File: config.mk
export PLATFORM = sky130hd
export DESIGN_NAME = uart_apb_csr
export DESIGN_NICKNAME = d
export VERILOG_FILES = /design/src/rtl/uart_apb_pkg.sv /design/src/rtl/uart_sync_fifo.sv /design/src/rtl/uart_apb_csr.sv
export SDC_FILE = /design/constraint.sdc
export NUM_CORES = 1
export LEC_CHECK = 0
export ABC_AREA = 1
export BUFFER_PORTS_ARGS = -buffer_cell sky130_fd_sc_hd__buf_4
export CAP_MARGIN = 30
export CELL_PAD_IN_SITES_DETAIL_PLACEMENT = 0
export CELL_PAD_IN_SITES_GLOBAL_PLACEMENT = 1
export CORE_MARGIN = 3
export CORE_UTILIZATION = 46
export DETAILED_ROUTE_END_ITERATION = 8
export PLACE_DENSITY_LB_ADDON = 0.2
export SETUP_SLACK_MARGIN = 0.05
export SYNTH_ARGS = -nofsm -noshare
export SYNTH_HDL_FRONTEND = slang
export SYNTH_HIERARCHICAL = 1
export SYNTH_SLANG_ARGS = --single-unit
File: constraint.sdc
create_clock -name PCLK -period 3.4 [get_ports PCLK]
set_input_delay 0.51 -clock PCLK [delete_from_list [all_inputs] [get_ports PCLK]]
set_output_delay 0.51 -clock PCLK [all_outputs]
set_load 0.05 [all_outputs]
File: src/rtl/uart_apb_pkg.sv
// Shared definitions for the UART APB control/status block: register map,
// status/interrupt bit positions, reset values and the bus FSM state type.
package uart_apb_pkg;

  localparam logic [3:0] ADDR_MDR = 4'h0;
  localparam logic [3:0] ADDR_DLL = 4'h1;
  localparam logic [3:0] ADDR_DLH = 4'h2;
  localparam logic [3:0] ADDR_LCR = 4'h3;
  localparam logic [3:0] ADDR_IER = 4'h4;
  localparam logic [3:0] ADDR_FSR = 4'h5;
  localparam logic [3:0] ADDR_TBR = 4'h6;
  localparam logic [3:0] ADDR_RBR = 4'h7;
  localparam logic [3:0] ADDR_ISR = 4'h8;

  localparam int FSR_TX_FULL  = 0;
  localparam int FSR_TX_EMPTY = 1;
  localparam int FSR_RX_FULL  = 2;
  localparam int FSR_RX_EMPTY = 3;

  localparam int ISR_TX_EMPTY = 0;
  localparam int ISR_RX_AVAIL = 1;
  localparam int ISR_ERR      = 2;

  localparam logic [7:0] LCR_RESET = 8'h03;

  typedef enum logic {
    ST_IDLE = 1'b0,
    ST_RESP = 1'b1
  } apb_state_e;

endpackage

File: src/rtl/uart_sync_fifo.sv
// Single-clock FIFO with registered occupancy count; pushes when full and
// pops when empty are ignored.
module uart_sync_fifo #(
  parameter int DEPTH = 16,
  parameter int WIDTH = 8
) (
  input  logic                     clk_i,
  input  logic                     rst_ni,
  input  logic                     push_i,
  input  logic [WIDTH-1:0]         data_i,
  input  logic                     pop_i,
  output logic [WIDTH-1:0]         data_o,
  output logic                     full_o,
  output logic                     empty_o,
  output logic [$clog2(DEPTH):0]   count_o
);

  localparam int AW = $clog2(DEPTH);
  localparam int CW = AW + 1;

  logic [WIDTH-1:0] mem_q [DEPTH];
  logic [AW-1:0]    wr_ptr_q, rd_ptr_q;
  logic [CW-1:0]    count_q;
  logic             do_push, do_pop;

  assign full_o  = (count_q == CW'(DEPTH));
  assign empty_o = (count_q == '0);
  assign count_o = count_q;
  assign data_o  = mem_q[rd_ptr_q];
  assign do_push = push_i && !full_o;
  assign do_pop  = pop_i && !empty_o;

  // NOTE: storage has no reset; only the pointers and count define validity.
  always_ff @(posedge clk_i) begin
    if (do_push) mem_q[wr_ptr_q] <= data_i;
  end

  // Power-of-two depth lets the pointers wrap naturally.
  always_ff @(posedge clk_i or negedge rst_ni) begin
    if (!rst_ni) begin
      wr_ptr_q <= '0;
      rd_ptr_q <= '0;
      count_q  <= '0;
    end else begin
      if (do_push) wr_ptr_q <= wr_ptr_q + 1'b1;
      if (do_pop)  rd_ptr_q <= rd_ptr_q + 1'b1;
      count_q <= count_q + CW'(do_push) - CW'(do_pop);
    end
  end

endmodule

File: src/rtl/uart_apb_csr.sv
// APB3 control/status registers for the UART core with TX FIFO and RX stream.
// Optional interrupt status register and irq enabled by defining UART_IRQ_EN.
module uart_apb_csr
  import uart_apb_pkg::*;
#(
  parameter int ADDR_WIDTH = 8,
  parameter int DATA_WIDTH = 8,
  parameter int TX_DEPTH   = 16
) (
  input  logic                  PCLK,
  input  logic                  PRESETN,
  input  logic                  PSEL,
  input  logic                  PENABLE,
  input  logic                  PWRITE,
  input  logic [ADDR_WIDTH-1:0] PADDR,
  input  logic [DATA_WIDTH-1:0] PWDATA,
  output logic [DATA_WIDTH-1:0] PRDATA,
  output logic                  PREADY,
  output logic                  PSLVERR,
  output logic [7:0]            mdr,
  output logic [7:0]            dll,
  output logic [7:0]            dlh,
  output logic [7:0]            lcr,
  output logic [7:0]            ier,
  output logic [7:0]            tx_data,
  output logic                  tx_valid,
  input  logic                  tx_ready,
  input  logic [7:0]            rx_data,
  input  logic                  rx_valid,
  output logic                  rx_ready,
  input  logic                  rx_full,
  output logic                  irq
);

  localparam int TX_CW = $clog2(TX_DEPTH) + 1;

  apb_state_e       state_q, state_d;
  logic             access;
  logic [3:0]       addr;
  logic [7:0]       wdata8;
  logic [7:0]       mdr_q, mdr_d, dll_q, dll_d, dlh_q, dlh_d;
  logic [7:0]       lcr_q, lcr_d, ier_q, ier_d;
  logic [7:0]       prdata_q, rd8;
  logic             pslverr_q, err;
  logic             rx_ready_q, rx_pop;
  logic             tx_push, tx_pop, tx_full, tx_empty;
  logic [TX_CW-1:0] tx_count;
  logic [7:0]       fsr;
  logic             unused_bits;

`ifdef UART_IRQ_EN
  logic [2:0] isr_q, isr_d, isr_set, w1c;
  logic       rx_valid_q;
`endif

  assign addr   = PADDR[3:0];
  assign wdata8 = PWDATA[7:0];
  assign unused_bits = ^{PADDR, PWDATA, tx_count};

  assign fsr = {4'b0000, ~rx_valid, rx_full, tx_empty, tx_full};

  always_comb begin
    state_d = state_q;
    access  = 1'b0;
    case (state_q)
      ST_IDLE: if (PSEL && PENABLE) begin
        state_d = ST_RESP;
        access  = 1'b1;
      end
      ST_RESP: state_d = ST_IDLE;
      default: state_d = ST_IDLE;
    endcase
  end

  // NOTE: every output of this block gets a default first so no latch is inferred.
  always_comb begin
    mdr_d   = mdr_q;
    dll_d   = dll_q;
    dlh_d   = dlh_q;
    lcr_d   = lcr_q;
    ier_d   = ier_q;
    rd8     = '0;
    err     = 1'b0;
    tx_push = 1'b0;
    rx_pop  = 1'b0;
`ifdef UART_IRQ_EN
    w1c     = '0;
`endif
    if (access) begin
      case (addr)
        ADDR_MDR: if (PWRITE) mdr_d = wdata8; else rd8 = mdr_q;
        ADDR_DLL: if (PWRITE) dll_d = wdata8; else rd8 = dll_q;
        ADDR_DLH: if (PWRITE) dlh_d = wdata8; else rd8 = dlh_q;
        ADDR_LCR: if (PWRITE) lcr_d = wdata8; else rd8 = lcr_q;
        ADDR_IER: if (PWRITE) ier_d = wdata8; else rd8 = ier_q;
        ADDR_FSR: if (PWRITE) err = 1'b1; else rd8 = fsr;
        // Full check uses the registered count, so a same-cycle pop does not help.
        ADDR_TBR: if (!PWRITE || tx_full) err = 1'b1; else tx_push = 1'b1;
        ADDR_RBR: if (PWRITE || !rx_valid) err = 1'b1;
                  else begin
                    rd8    = rx_data;
                    rx_pop = 1'b1;
                  end
`ifdef UART_IRQ_EN
        ADDR_ISR: if (PWRITE) w1c = wdata8[2:0]; else rd8 = {5'b00000, isr_q};
`endif
        default:  err = 1'b1;
      endcase
      if (err) rd8 = '0;
    end
  end

  // NOTE: sequential state uses non-blocking assignments only.
  always_ff @(posedge PCLK or negedge PRESETN) begin
    if (!PRESETN) begin
      state_q    <= ST_IDLE;
      mdr_q      <= '0;
      dll_q      <= '0;
      dlh_q      <= '0;
      lcr_q      <= LCR_RESET;
      ier_q      <= '0;
      prdata_q   <= '0;
      pslverr_q  <= 1'b0;
      rx_ready_q <= 1'b0;
    end else begin
      state_q    <= state_d;
      mdr_q      <= mdr_d;
      dll_q      <= dll_d;
      dlh_q      <= dlh_d;
      lcr_q      <= lcr_d;
      ier_q      <= ier_d;
      prdata_q   <= rd8;
      pslverr_q  <= err;
      rx_ready_q <= rx_pop;
    end
  end

  assign tx_pop   = tx_valid && tx_ready;
  assign tx_valid = !tx_empty;

  uart_sync_fifo #(
    .DEPTH (TX_DEPTH),
    .WIDTH (8)
  ) u_tx_fifo (
    .clk_i   (PCLK),
    .rst_ni  (PRESETN),
    .push_i  (tx_push),
    .data_i  (wdata8),
    .pop_i   (tx_pop),
    .data_o  (tx_data),
    .full_o  (tx_full),
    .empty_o (tx_empty),
    .count_o (tx_count)
  );

`ifdef UART_IRQ_EN
  // Events are sticky and win over a same-cycle write-one-to-clear.
  always_comb begin
    isr_set               = '0;
    isr_set[ISR_TX_EMPTY] = tx_pop && !tx_push && (tx_count == TX_CW'(1));
    isr_set[ISR_RX_AVAIL] = rx_valid && !rx_valid_q;
    isr_set[ISR_ERR]      = err;
    isr_d                 = (isr_q & ~w1c) | isr_set;
  end

  always_ff @(posedge PCLK or negedge PRESETN) begin
    if (!PRESETN) begin
      isr_q      <= '0;
      rx_valid_q <= 1'b0;
    end else begin
      isr_q      <= isr_d;
      rx_valid_q <= rx_valid;
    end
  end

  assign irq = |(isr_q & ier_q[2:0]);
`else
  assign irq = 1'b0;
`endif

  assign PREADY   = (state_q == ST_RESP);
  assign PRDATA   = DATA_WIDTH'(prdata_q);
  assign PSLVERR  = pslverr_q;
  assign rx_ready = rx_ready_q;
  assign mdr      = mdr_q;
  assign dll      = dll_q;
  assign dlh      = dlh_q;
  assign lcr      = lcr_q;
  assign ier      = ier_q;

endmodule
# Word-level counts from Yosys, hierarchy flattened
# Memory sizes are Yosys's and may differ from the RTL's.
# Cells that the tools add are included.
# word_totals
ff_bits,64
elab_cells,72
ram_bits,128
latch_bits,0
n_memories,1
mem_bits_ro,0
# mem_list
memory,words,width,rd,rd_ports_with_merged_regs,write_ports,line_no,rtl
u_tx_fifo.mem_q,16,8,1,0,1,uart_sync_fifo.sv:21,logic [WIDTH-1:0] mem_q [DEPTH];
# op_classes
order_cmp,0
shift,0
bitwise,2
eq_ne,8
n_div,0
multipliers,0
muxes,27
add_sub_neg,4
n_reduce_logical,18
# ops
operator,count
$mux 8,8
$pmux 8 s7,1
$eq 4x3->1 const B,4
$mux 1,15
$reduce_and 3->1,5
$add 4x1->4 const B,2
$eq 4x2->1 const B,2
$add 5x1->5,1
$eq 5x5->1 const B,1
$logic_not 5->1,1
$reduce_or 5->1,1
$sub 5x1->5,1
$eq 4x1->1 const B,1
$logic_and 1x1->1,4
$logic_not 1->1,4
$logic_not 4->1,1
$mux 4,1
$pmux 1 s4,1
$logic_or 1x1->1,2
$not 1->1,2
$pmux 1 s2,1

# Longest topological paths before layout
# Gate-level depths: netlist (run 1).
# logic_depth
depth_word,8
depth_mapped,14
ltp_nobuf,14

# Modules after synthesis
# Netlist (run 1), hierarchy kept.
# by_module_without_submodules
mod,seq_area_each_um2,cells_per_inst,area_each_um2,n_inst
uart_sync_fifo,4169.0,600,6184.7,1
uart_apb_csr,1278.7,382,2896.5,1

# Worst setup path before layout (run 1)
# Ideal clock, no wire load.
# synth_path
path_kind,register -> register
start,"register state_q, in the netlist PREADY"
end,"register u_tx_fifo.count_q[4], in the netlist u_tx_fifo/count_o[4]"
n_path_buf,0
slack_ns,0.845
path_stages_with_launch,12
t_arrival_ns,2.429
cell_sequence,dfrtp_1 > nor2_2 > nand2_2 > nor4_1 > nand2_1 > ha_1 > inv_1 > ha_1 > fa_1 > nand3_1 > nand2_1 > xor2_1
# synth_via
elab_chain_cells,5
# synth_rtl
item,line_no,rtl
"start, declared",uart_apb_csr.sv:37,"apb_state_e state_q, state_d;"
"start signal, assigned",uart_apb_csr.sv:126,state_q <= state_d;
$mux 1,uart_apb_csr.sv:65,case (state_q)
$mux 1,uart_apb_csr.sv:89,if (access) begin
net tx_push,uart_apb_csr.sv:46,"logic tx_push, tx_pop, tx_full, tx_empty;"
$logic_and 1x1->1,uart_sync_fifo.sv:30,assign do_push = push_i && !full_o;
$add 5x1->5,uart_sync_fifo.sv:47,count_q <= count_q + CW'(do_push) - CW'(do_pop);
$sub 5x1->5,uart_sync_fifo.sv:47,
"end signal, assigned",uart_sync_fifo.sv:47,
"end, declared",uart_sync_fifo.sv:23,logic [CW-1:0] count_q;
# The timed path passes the listed nets, and every way through them passes these cells.
# A chain may end at the register's enable or synchronous reset.

# Worst setup path after layout (run 1)
# layout_path
start,register u_tx_fifo.rd_ptr_q[0]
end,output tx_data[5]
# layout_via
elab_chain_cells,1
# layout_rtl
item,line_no,rtl
"start, declared",uart_sync_fifo.sv:22,"logic [AW-1:0] wr_ptr_q, rd_ptr_q;"
"start signal, assigned",uart_sync_fifo.sv:46,if (do_pop) rd_ptr_q <= rd_ptr_q + 1'b1;
$mem_v2 16x8,n/a,
"end, declared",uart_apb_csr.sv:25,"output logic [7:0] tx_data,"
# No other way between the ends.

==> reports/results.txt, run 1 <==
DR vias/cell: 4.81
DIE AREA: 21,500 sq um
critical path endpoint category: output port
most frequent cell after synthesis: nand2_1
clk slew on worst S/H paths: 0.07 ns
post-synthesis mux area share: 0%
FF+latch count, synth: 192
Starting DRT DRC Count: 468
ratio of cells with drive above 1 in the final layout: 16.6%
syn_nets: 1,026
pin count of the biggest net entering global routing: 82
status: complete, no violations
row cnt: 50
first-pass GRT wire length: 33.3 mm
Chip Height: 147 microns
CP Class: reg -> out
I/O pin count: 93
Distinct cells, synth: 30
Final Cycle Share: 82.5%
final setup violating endpoints: 0
initial core utilization: 47.8%
clock root buffer master: clkbuf_16
Fillers: 1,745
worst-skew pair later-pin latency: 0.43 ns
Post-synth EDFFs: 128
WP data arrival: 2.30 ns
Max-Cap Viols: 0
Hold Path Class: in -> async
Core Region: 19,000 sq um
Synth async-reset ratio: 33.3%
pins over their slew limit: 0
nets: 1,116
crit path max fanout: 81
Worst Tran Pin Value: 0.882 ns
WL per Instance: 15.6 microns
dpl hpwl: 14.0 mm
post-synthesis simple-gate area fraction: 25.9%
CTS Buf Count: 17
CTS Sinks: 192
mapped cell area: 9080 sq um
Area Growth Syn to Fin: 16.8%
drt pass-1 iters: 5
vias in the first global route: 6,074
DR vias: 6,463
Final min period: 2.81 ns
ANT nets after route: 0
Pleak: 4.85 nW
synth warn: 6
Synth Instances: 982
ys flop type: edfxtp_1
initial antenna violation count: 0
Rel. slew slack: 41.2%
filler-free cell count of the finished design: 1,345
detailed-route DRC error count: 0
CTS tree: yes
RSZ-0062 raised after global routing: false
highest clock rate: 356 MHz
Placed Cells: 1,313
Power Dens Cells: 709 nW/um^2
Critical Path RT: 2.89 ns
Max Root-Sink Buffers: 2
post-synth top area share: 42.3%
Final Skew: 0.0103 ns
ANT cells: 0
Worst VDD drop: 0.513 mV
placer congestion estimate: 0.811
Post-Synth Adder-Cell Area: 1.74%
Post-Route WL: 20.9 mm
Avg Cell Area, Syn: 9.25 sq um
area leader, netlist: edfxtp_1
Synth Area in XOR/XNOR: 0.964%
most area-consuming cells after synthesis: edfxtp_1 (42%), dfrtp_1 (17%), nand2_1 (12%), nor2_1 (5.5%), inv_1 (5.2%)
Post-CTS Hold Buffers: 0
input/output buffers: 87
cts repair resizes: 0
H-tree levels: 4
compound-cell area share of the yosys netlist: 3.24%
die width: 147 microns
Post-CTS Setup Bufs: 0
Tot GR Track Use: 19.9%
TNS Setup: 0 ns
Setup crit start kind: flop
largest family of logic cells by synthesized area: simple AND/OR/NAND/NOR gates
Worst Reg2Reg Path Length in Cells: 13
sequential share of the synthesized area: 60.0%
final hold vios: 0
grt ovf: 0
top cells by count, synth: nand2_1 (296), nor2_1 (133), edfxtp_1 (128), inv_1 (125), nand3_1 (88)
-- layout by cell type (no fill, tap or decap), types with 7 or more instances in the layout --
master       n
nand2_1    296
nand3_1     88
ha_1        11
nor2_1     133
o21ai_2      9
dfrtp_1     61
o21ai_0      8
nor2_4       8
clkbuf_16   17
buf_4      109
xor2_1       7
inv_1      125
edfxtp_1   128
o21ai_1     29
-- per-layer routing --
layer,vias to the layer above,global-route usage [%],part of all wire [%]
met3,13,2.82,3.8
met5,-,0,0
met1,3032,29.5,48
met4,0,4.75,0.94
li1,3291,-,-
met2,127,31.3,47
-- through the flow --
step	setup slack (ns)	power, mW	cell area, sq um	util, %	hold slack (ns)
after floorplan	0.845	4.69	9080	-	0.214
after global placement	0.567	5.42	9970	52.4	0.487
after detailed placement	0.522	5.45	9970	52.4	0.489
after CTS	0.567	7.58	10600	55.8	0.210
after global routing	0.366	7.95	10600	55.8	0.255
final	0.594	7.52	10600	55.8	0.173
-- area by class of cell --
cell class	instances	area, sq um	share of cell area (%)
Sequential cell	192	5450	51.4
Multi-Input combinational cell	622	2890	27.3
Timing Repair Buffer	109	818	7.72
Inverter	130	488	4.60
Clock buffer	18	429	4.05
Tap cell	260	325	3.07
Clock inverter	14	201	1.90
-- cells by family after synthesis --
| logic type | Yosys count |
|---|---|
| simple gates | 547 |
| flops | 192 |
| buf+inv | 168 |
| compound gates | 52 |
| fa+ha+maj | 12 |
| xor+xnor | 10 |
| other cells | 1 |
-- power breakdown --
group	switching (mW)	internal [mW]	leakage, nW
combinational	1.86	0.750	2.55
clock	0.891	1.25	0.308
sequential	0.139	2.63	1.98
-- worst paths after layout --
kind / from / endpoint / slack, ns
setup / recovery: u_tx_fifo/rd_ptr_q[0]$_DFFE_PN0P_ / tx_data[5] / 0.59
hold / removal: PRESETN / ier[1]$_DFFE_PN0P_ / 0.17
setup reg to reg: u_tx_fifo/count_o[3]$_DFF_PN0_ / u_tx_fifo/count_o[4]$_DFF_PN0_ / 0.63
hold reg to reg: lcr[0]$_DFFE_PN1P_ / lcr[0]$_DFFE_PN1P_ / 0.49
max in group asynchronous: PRESETN / u_tx_fifo/rd_ptr_q[0]$_DFFE_PN0P_ / 2.62
min in group PCLK: PADDR[0] / rx_ready$_DFF_PN0_ / 0.42
-- sequential cells by signal, summed over array words and instances, names as in the netlist --
name,count
dlh,8
PREADY,1
u_tx_fifo/count_o,5
mdr,8
rx_ready,1
u_tx_fifo/mem_q,128
PRDATA,8
dll,8
u_tx_fifo/wr_ptr_q,4
ier,8
PSLVERR,1
lcr,8
u_tx_fifo/rd_ptr_q,4
-- worst max-delay path: stages, from the launching register on --
cell,delay [ns]
dfrtp_2,0.36
buf_4,0.67
nand2_1,0.12
nand2_1,0.12
nand2_1,0.06
nand3_1,0.13
nand2_1,0.09
nand2_1,0.07
buf_4,0.19
(Power assumes the default switching activity.)
==> run 2: changes to the inputs <==
==> constraint.sdc (replaced) <==
create_clock -name PCLK -period 2.86 [get_ports PCLK]
set_input_delay 0.429 -clock PCLK [delete_from_list [all_inputs] [get_ports PCLK]]
set_output_delay 0.429 -clock PCLK [all_outputs]
set_load 0.05 [all_outputs]
==> reports/results.txt, run 2 (same netlist as run 1, synthesis figures left out) <==
highest clock rate: 382 MHz
Power Dens Cells: 819 nW/um^2 (+15%)
TNS Setup: 0 ns (unchanged)
clk slew on worst S/H paths: 0.08 ns (about the same)
Final Cycle Share: 91.5%
ratio of cells with drive above 1 in the final layout: 17.0% (+0.40 points)
RSZ-0062 raised after global routing: false
Area Growth Syn to Fin: 16.7% (about the same)
Core Region: 19,000 sq um (unchanged)
CP Class: reg -> reg
Critical Path RT: 3.18 ns (+0.29 ns)
initial core utilization: 47.8% (unchanged)
cts repair resizes: 0 (unchanged)
die width: 147 microns (unchanged)
most common library cell in the layout ignoring fill and taps: nand2_1
CTS Buf Count: 17 (unchanged)
final hold vios: 0 (unchanged)
DR vias: 6,556 (+1.4%)
dpl hpwl: 14.5 mm (+3.9%)
initial antenna violation count: 0 (unchanged)
nets: 1,120 (+0.36%)
Max Root-Sink Buffers: 2 (unchanged)
Buf/Inv on CP: 3 (+1)
max reg flops: 128 (unchanged)
DIE AREA: 21,500 sq um (unchanged)
WP data arrival: 2.93 ns (+0.63 ns)
I/O pin count: 93 (unchanged)
DR vias/cell: 4.86 (+1.1%)
Post-Route WL: 21.5 mm (+2.9%)
final setup violating endpoints: 0 (unchanged)
Max-Cap Viols: 0 (unchanged)
pin count of the biggest net entering global routing: 82 (unchanged)
Worst VDD drop: 0.633 mV (+23%)
R2R Setup Slk: 0.24 ns (-0.39 ns)
Final min period: 2.62 ns
Pleak: 4.85 nW (about the same)
worst-skew pair later-pin latency: 0.43 ns (about the same)
crit path max fanout: 3 (-96%)
GRT busiest layer: met2
row cnt: 50 (unchanged)
Post-CTS Setup Bufs: 0 (unchanged)
ANT nets after route: 0 (unchanged)
Setup crit start kind: flop
first-pass GRT wire length: 34.1 mm (+2.4%)
Fillers: 1,750 (+0.29%)
grt ovf: 0 (unchanged)
Reg-to-Reg End: u_tx_fifo/count_o[4]$_DFF_PN0_
placer congestion estimate: 0.817 (+0.75%)
Hold Path Class: in -> async
post-route cell area: 10,600 sq um (about the same)
vias in the first global route: 6,246 (+2.8%)
ANT cells: 0 (unchanged)
GRT met1 Usage: 30.5% (+0.99 points)
clock root buffer master: clkbuf_16
Post-CTS Hold Buffers: 0 (unchanged)
drt pass-1 iters: 5 (unchanged)
Tot GR Track Use: 20.5% (+0.61 points)
CTS Sinks: 192 (unchanged)
H-tree levels: 4 (unchanged)
worst flop-to-flop path startpoint: u_tx_fifo/count_o[2]$_DFF_PN0_
register area: 5450 sq um (unchanged)
global routing usage on met2: 31.9% (+0.60 points)
Largest delay share family, worst path: adder cells
Top reg by flops: u_tx_fifo/mem_q
Worst Reg2Reg Path Length in Cells: 13 (unchanged)
slowest stage delay, CP: 0.44 ns (-0.23 ns)
WL per Instance: 16.0 microns (+2.6%)
cells along the critical path: inv_1 -> ha_1 -> nand4_1 -> inv_1 -> nor4_2 -> nand2_1 -> ha_1 -> inv_1 -> ha_1 -> fa_1 -> nand3_1 -> nand2_1 -> xor2_1
CTS tree: yes
detailed-route DRC error count: 0 (unchanged)
pre-CTS WS: 0.171 ns (-0.351 ns)
final worst slack: 0.242 ns (-0.352 ns)
commonest cells after routing, fill and taps aside: nand2_1 (296), nor2_1 (133), edfxtp_1 (128)
M3 GR Usage: 2.86% (+0.031 points)
Final Skew: 0.0104 ns (+0.0000871 ns)
Starting DRT DRC Count: 462 (-1.3%)
input/output buffers: 87 (unchanged)
Rel. slew slack: 42.3% (+1.1 points)
pins over their slew limit: 0 (unchanged)
Chip Height: 147 microns (unchanged)
critical path endpoint category: flop
critical path's slowest cell: fa_1
Worst Tran Pin Value: 0.865 ns (-0.0166 ns)
multi-input logic area: 2900 sq um (+0.22%)
Cell Area, Placed: 10,000 sq um (+0.55%)
status: complete, no violations
[run 2: stage by stage]
stage / cells / total power [mW] / hold slack (ns) / utilization [%]
after CTS: 1349 / 8.74 / 0.133 / 55.7
after global routing: 1349 / 9.19 / 0.144 / 55.7
final: 1349 / 8.68 / 0.0742 / 55.7
after floorplan: 982 / 5.58 / 0.133 / -
after detailed placement: 1317 / 6.48 / 0.496 / 52.7
after global placement: 1317 / 6.44 / 0.487 / 52.7
[run 2: worst reg2reg max path, delay by kind of cell (launching register included)]
family                     cells  cell delay, ns
DFF                            1            0.37
adders and majority gates      4            1.15
and+or+nand+nor                5            0.66
xor gates and xnor gates       1            0.14
buffers and inverters          3            0.18
[run 2: final cells by class]
cell class                 instances  area share, %
sequential                       192           51.4
multi-input combinational        622           27.3
timing repair buffer             113           8.24
inverter                         130           4.60
clock buffer                      17           4.01
tap                              260           3.07
clock inverter                    15           1.32
[run 2: worst max path at each step]
stage / startpoint / end / depth (start not counted)
6_report: u_tx_fifo/count_o[2]$_DFF_PN0_ / u_tx_fifo/count_o[4]$_DFF_PN0_ / 13
5_1_grt: u_tx_fifo/count_o[2]$_DFF_PN0_ / u_tx_fifo/count_o[4]$_DFF_PN0_ / 13
4_1_cts: u_tx_fifo/count_o[2]$_DFF_PN0_ / u_tx_fifo/count_o[4]$_DFF_PN0_ / 13
3_5_place_dp: PADDR[0] / u_tx_fifo/count_o[4]$_DFF_PN0_ / 14
3_3_place_gp: PADDR[0] / u_tx_fifo/count_o[4]$_DFF_PN0_ / 14
2_1_floorplan: PREADY$_DFF_PN0_ / u_tx_fifo/count_o[4]$_DFF_PN0_ / 11
[run 2: metal layers]
metal  part of all wire (%)  vias to the layer above
li1                       -                     3298
met1                     48                     3088
met2                     46                      152
met3                    4.3                       18
met4                    1.0                        0
met5                      0                        -
[run 2: where the power goes]
| group | total (mW) | leakage, nW | switching [mW] | internal (mW) |
|---|---|---|---|---|
| Combinational | 3.12 | 2.58 | 2.21 | 0.914 |
| Clock | 2.26 | 0.281 | 1.11 | 1.16 |
| Sequential | 3.29 | 1.98 | 0.164 | 3.13 |
| Total | 8.68 | 4.85 | 3.48 | 5.20 |
==> run 3: changes to the inputs <==
--- a/config.mk
+++ b/config.mk
@@ -11,7 +11,7 @@
 export CELL_PAD_IN_SITES_DETAIL_PLACEMENT = 0
 export CELL_PAD_IN_SITES_GLOBAL_PLACEMENT = 1
 export CORE_MARGIN = 3
-export CORE_UTILIZATION = 46
+export CORE_UTILIZATION = 49
 export DETAILED_ROUTE_END_ITERATION = 8
 export PLACE_DENSITY_LB_ADDON = 0.2
 export SETUP_SLACK_MARGIN = 0.05
==> constraint.sdc (replaced) <==
create_clock -name PCLK -period 3.13 [get_ports PCLK]
set_input_delay 0.4695 -clock PCLK [delete_from_list [all_inputs] [get_ports PCLK]]
set_output_delay 0.4695 -clock PCLK [all_outputs]
set_load 0.05 [all_outputs]
==> reports/results.txt, run 3 (same netlist as run 1, synthesis figures left out) <==
status: complete, no violations
CTS Sinks: 192 (unchanged)
pre-CTS WS: 0.379 ns (+0.208 ns)
initial antenna violation count: 0 (unchanged)
Post-CTS Setup Bufs: 0 (unchanged)
worst-skew pair later-pin latency: 0.42 ns (about the same)
power share of the clock group: 26.0% (about the same)
Worst setup startpoint: u_tx_fifo/count_o[3]$_DFF_PN0_
Final Skew: 0.00621 ns (-0.00420 ns)
Tot Pwr: 7.94 mW (-8.5%)
Post-Route WL: 21.1 mm (-1.9%)
Final Cycle Share: 86.0% (-5.5 points)
post-route cell area: 10,500 sq um (-0.70%)
most common library cell in the layout ignoring fill and taps: nand2_1
Max-Cap Viols: 0 (unchanged)
Hold Path Class: in -> async
WHS: 0.133 ns (+0.0588 ns)
worst flop-to-flop path startpoint: u_tx_fifo/count_o[3]$_DFF_PN0_
critical path endpoint category: flop
I/O pin count: 93 (unchanged)
sw frac: 39.1% (-1.0 points)
Psw: 3.10 mW (-11%)
Worst Tran Pin Value: 0.841 ns (-0.0240 ns)
max reg flops: 128 (unchanged)
row cnt: 49 (-2.0%)
Starting DRT DRC Count: 522 (+13%)
final setup violating endpoints: 0 (unchanged)
CTS tree: yes
ANT nets after route: 0 (unchanged)
Final min period: 2.69 ns (+0.0735 ns)
WP data arrival: 3.00 ns (+0.07 ns)
clk slew on worst S/H paths: 0.07 ns (about the same)
grt ovf: 0 (unchanged)
pin count of the biggest net entering global routing: 65 (-21%)
Flop pwr share: 38.4% (+0.5 points)
dpl hpwl: 14.2 mm (-2.6%)
ratio of cells with drive above 1 in the final layout: 16.5% (-0.46 points)
H-tree levels: 4 (unchanged)
Int Pwr: 4.84 mW (-7.0%)
CTS Buf Count: 17 (unchanged)
critical path's slowest cell: fa_1
placer congestion estimate: 0.844 (+3.3%)
Placed Cells: 1,286 (-2.4%)
ANT cells: 0 (unchanged)
cells along the critical path: inv_1 -> ha_1 -> nand4_1 -> inv_1 -> nor4_1 -> nand2_1 -> ha_1 -> inv_1 -> ha_1 -> fa_1 -> nand3_1 -> nand2_1 -> xor2_1
final hold vios: 0 (unchanged)
Core Region: 18,100 sq um (-4.9%)
clock root buffer master: clkbuf_16
Rel. slew slack: 43.9% (+1.6 points)
first-pass GRT wire length: 33.0 mm (-3.2%)
DR vias: 6,491 (-0.99%)
Critical Path RT: 3.44 ns (+0.26 ns)
vias in the first global route: 6,054 (-3.1%)
crit path max fanout: 3 (unchanged)
Cell Area, Placed: 9960 sq um (-0.64%)
die width: 142 microns (-3.0%)
detailed-route DRC error count: 0 (unchanged)
cts repair resizes: 0 (unchanged)
initial core utilization: 50.2% (+2.5 points)
TNS Setup: 0 ns (unchanged)
nets: 1,120 (unchanged)
Buf/Inv on CP: 3 (unchanged)
Area Growth Syn to Fin: 15.9%
input/output buffers: 87 (unchanged)
Power Dens Cells: 754 nW/um^2 (-7.9%)
Comb pwr share: 35.5% (-0.5 points)
WL per Instance: 16.0 microns (+0.39%)
pins over their slew limit: 0 (unchanged)
final core utilization: 58.2% (+2.5 points)
filler-free cell count of the finished design: 1,318 (-2.3%)
Largest delay share family, worst path: adder cells
Chip Height: 142 microns (-3.0%)
CP Class: reg -> reg
drt pass-1 iters: 5 (unchanged)
slowest stage delay, CP: 0.43 ns (about the same)
DIE AREA: 20,200 sq um (-5.9%)
Post-CTS Hold Buffers: 0 (unchanged)
Max Root-Sink Buffers: 2 (unchanged)
Pleak: 4.83 nW (-0.47%)
Setup crit start kind: flop
final worst slack: 0.439 ns (+0.196 ns)
highest clock rate: 372 MHz (-2.7%)
Worst VDD drop: 0.479 mV (-24%)
commonest cells after routing, fill and taps aside: nand2_1 (296), nor2_1 (133), edfxtp_1 (128)
Tot GR Track Use: 21.3% (+0.81 points)
Fillers: 1,639 (-6.3%)
DR vias/cell: 4.92 (+1.3%)
RSZ-0062 raised after global routing: false
Top reg by flops: u_tx_fifo/mem_q
-- run 3: cell count changes in the layout (fill, tap and decap cells not counted) --
cell        previous run  this run
buf_12                 2         0
buf_4                111       113
bufinv_16              0         1
clkbuf_1               0         3
clkbuf_8               0         3
clkinv_1               1         2
clkinv_4               3         2
clkinv_8               1         0
clkinvlp_4             0         2
inv_6                  5         1
inv_8                  4         0
nor4_1                 1         2
nor4_2                 1         0
-- run 3: power by group through the flow --
stage	sequential (mW)	clock (mW)	combinational, mW
final	3.05	2.07	2.82
after global routing	3.07	2.21	3.10
after CTS	3.05	2.11	2.84
after detailed placement	3.10	0	2.84
after global placement	3.10	0	2.80
after floorplan	3.22	0	1.87
-- run 3: cell type report --
cell class                 count  area (sq um)  share of cell area [%]
multi-input combinational    622          2890                    27.5
sequential                   192          5450                    51.8
tap                          229           287                    2.72
clock inverter                 9          83.8                   0.796
timing repair buffer         113           848                    8.06
inverter                     130           488                    4.64
clock buffer                  23           478                    4.54
-- run 3: path summary, 6_finish.rpt --
kind	end	slack [ns]	cells after the start
setup / recovery	u_tx_fifo/count_o[4]$_DFF_PN0_	0.44	13
hold / removal	rx_ready$_DFF_PN0_	0.13	1
setup reg to reg	u_tx_fifo/count_o[4]$_DFF_PN0_	0.44	13
hold reg to reg	lcr[1]$_DFFE_PN1P_	0.51	2
max in group asynchronous	u_tx_fifo/rd_ptr_q[0]$_DFFE_PN0P_	2.40	1
min in group PCLK	u_tx_fifo/mem_q[1][3]$_DFFE_PP_	0.40	1
-- run 3: routing by layer --
metal  track usage (%)  routed length (microns)  part of all wire [%]  up-vias
met4              5.45                      192                  0.91        0
met1              32.5                    10100                    48     3042
met3              3.19                      946                   4.5       18
li1                  -                        -                     -     3298
met2              32.3                     9860                    47      133
met5                 0                        0                     0        -
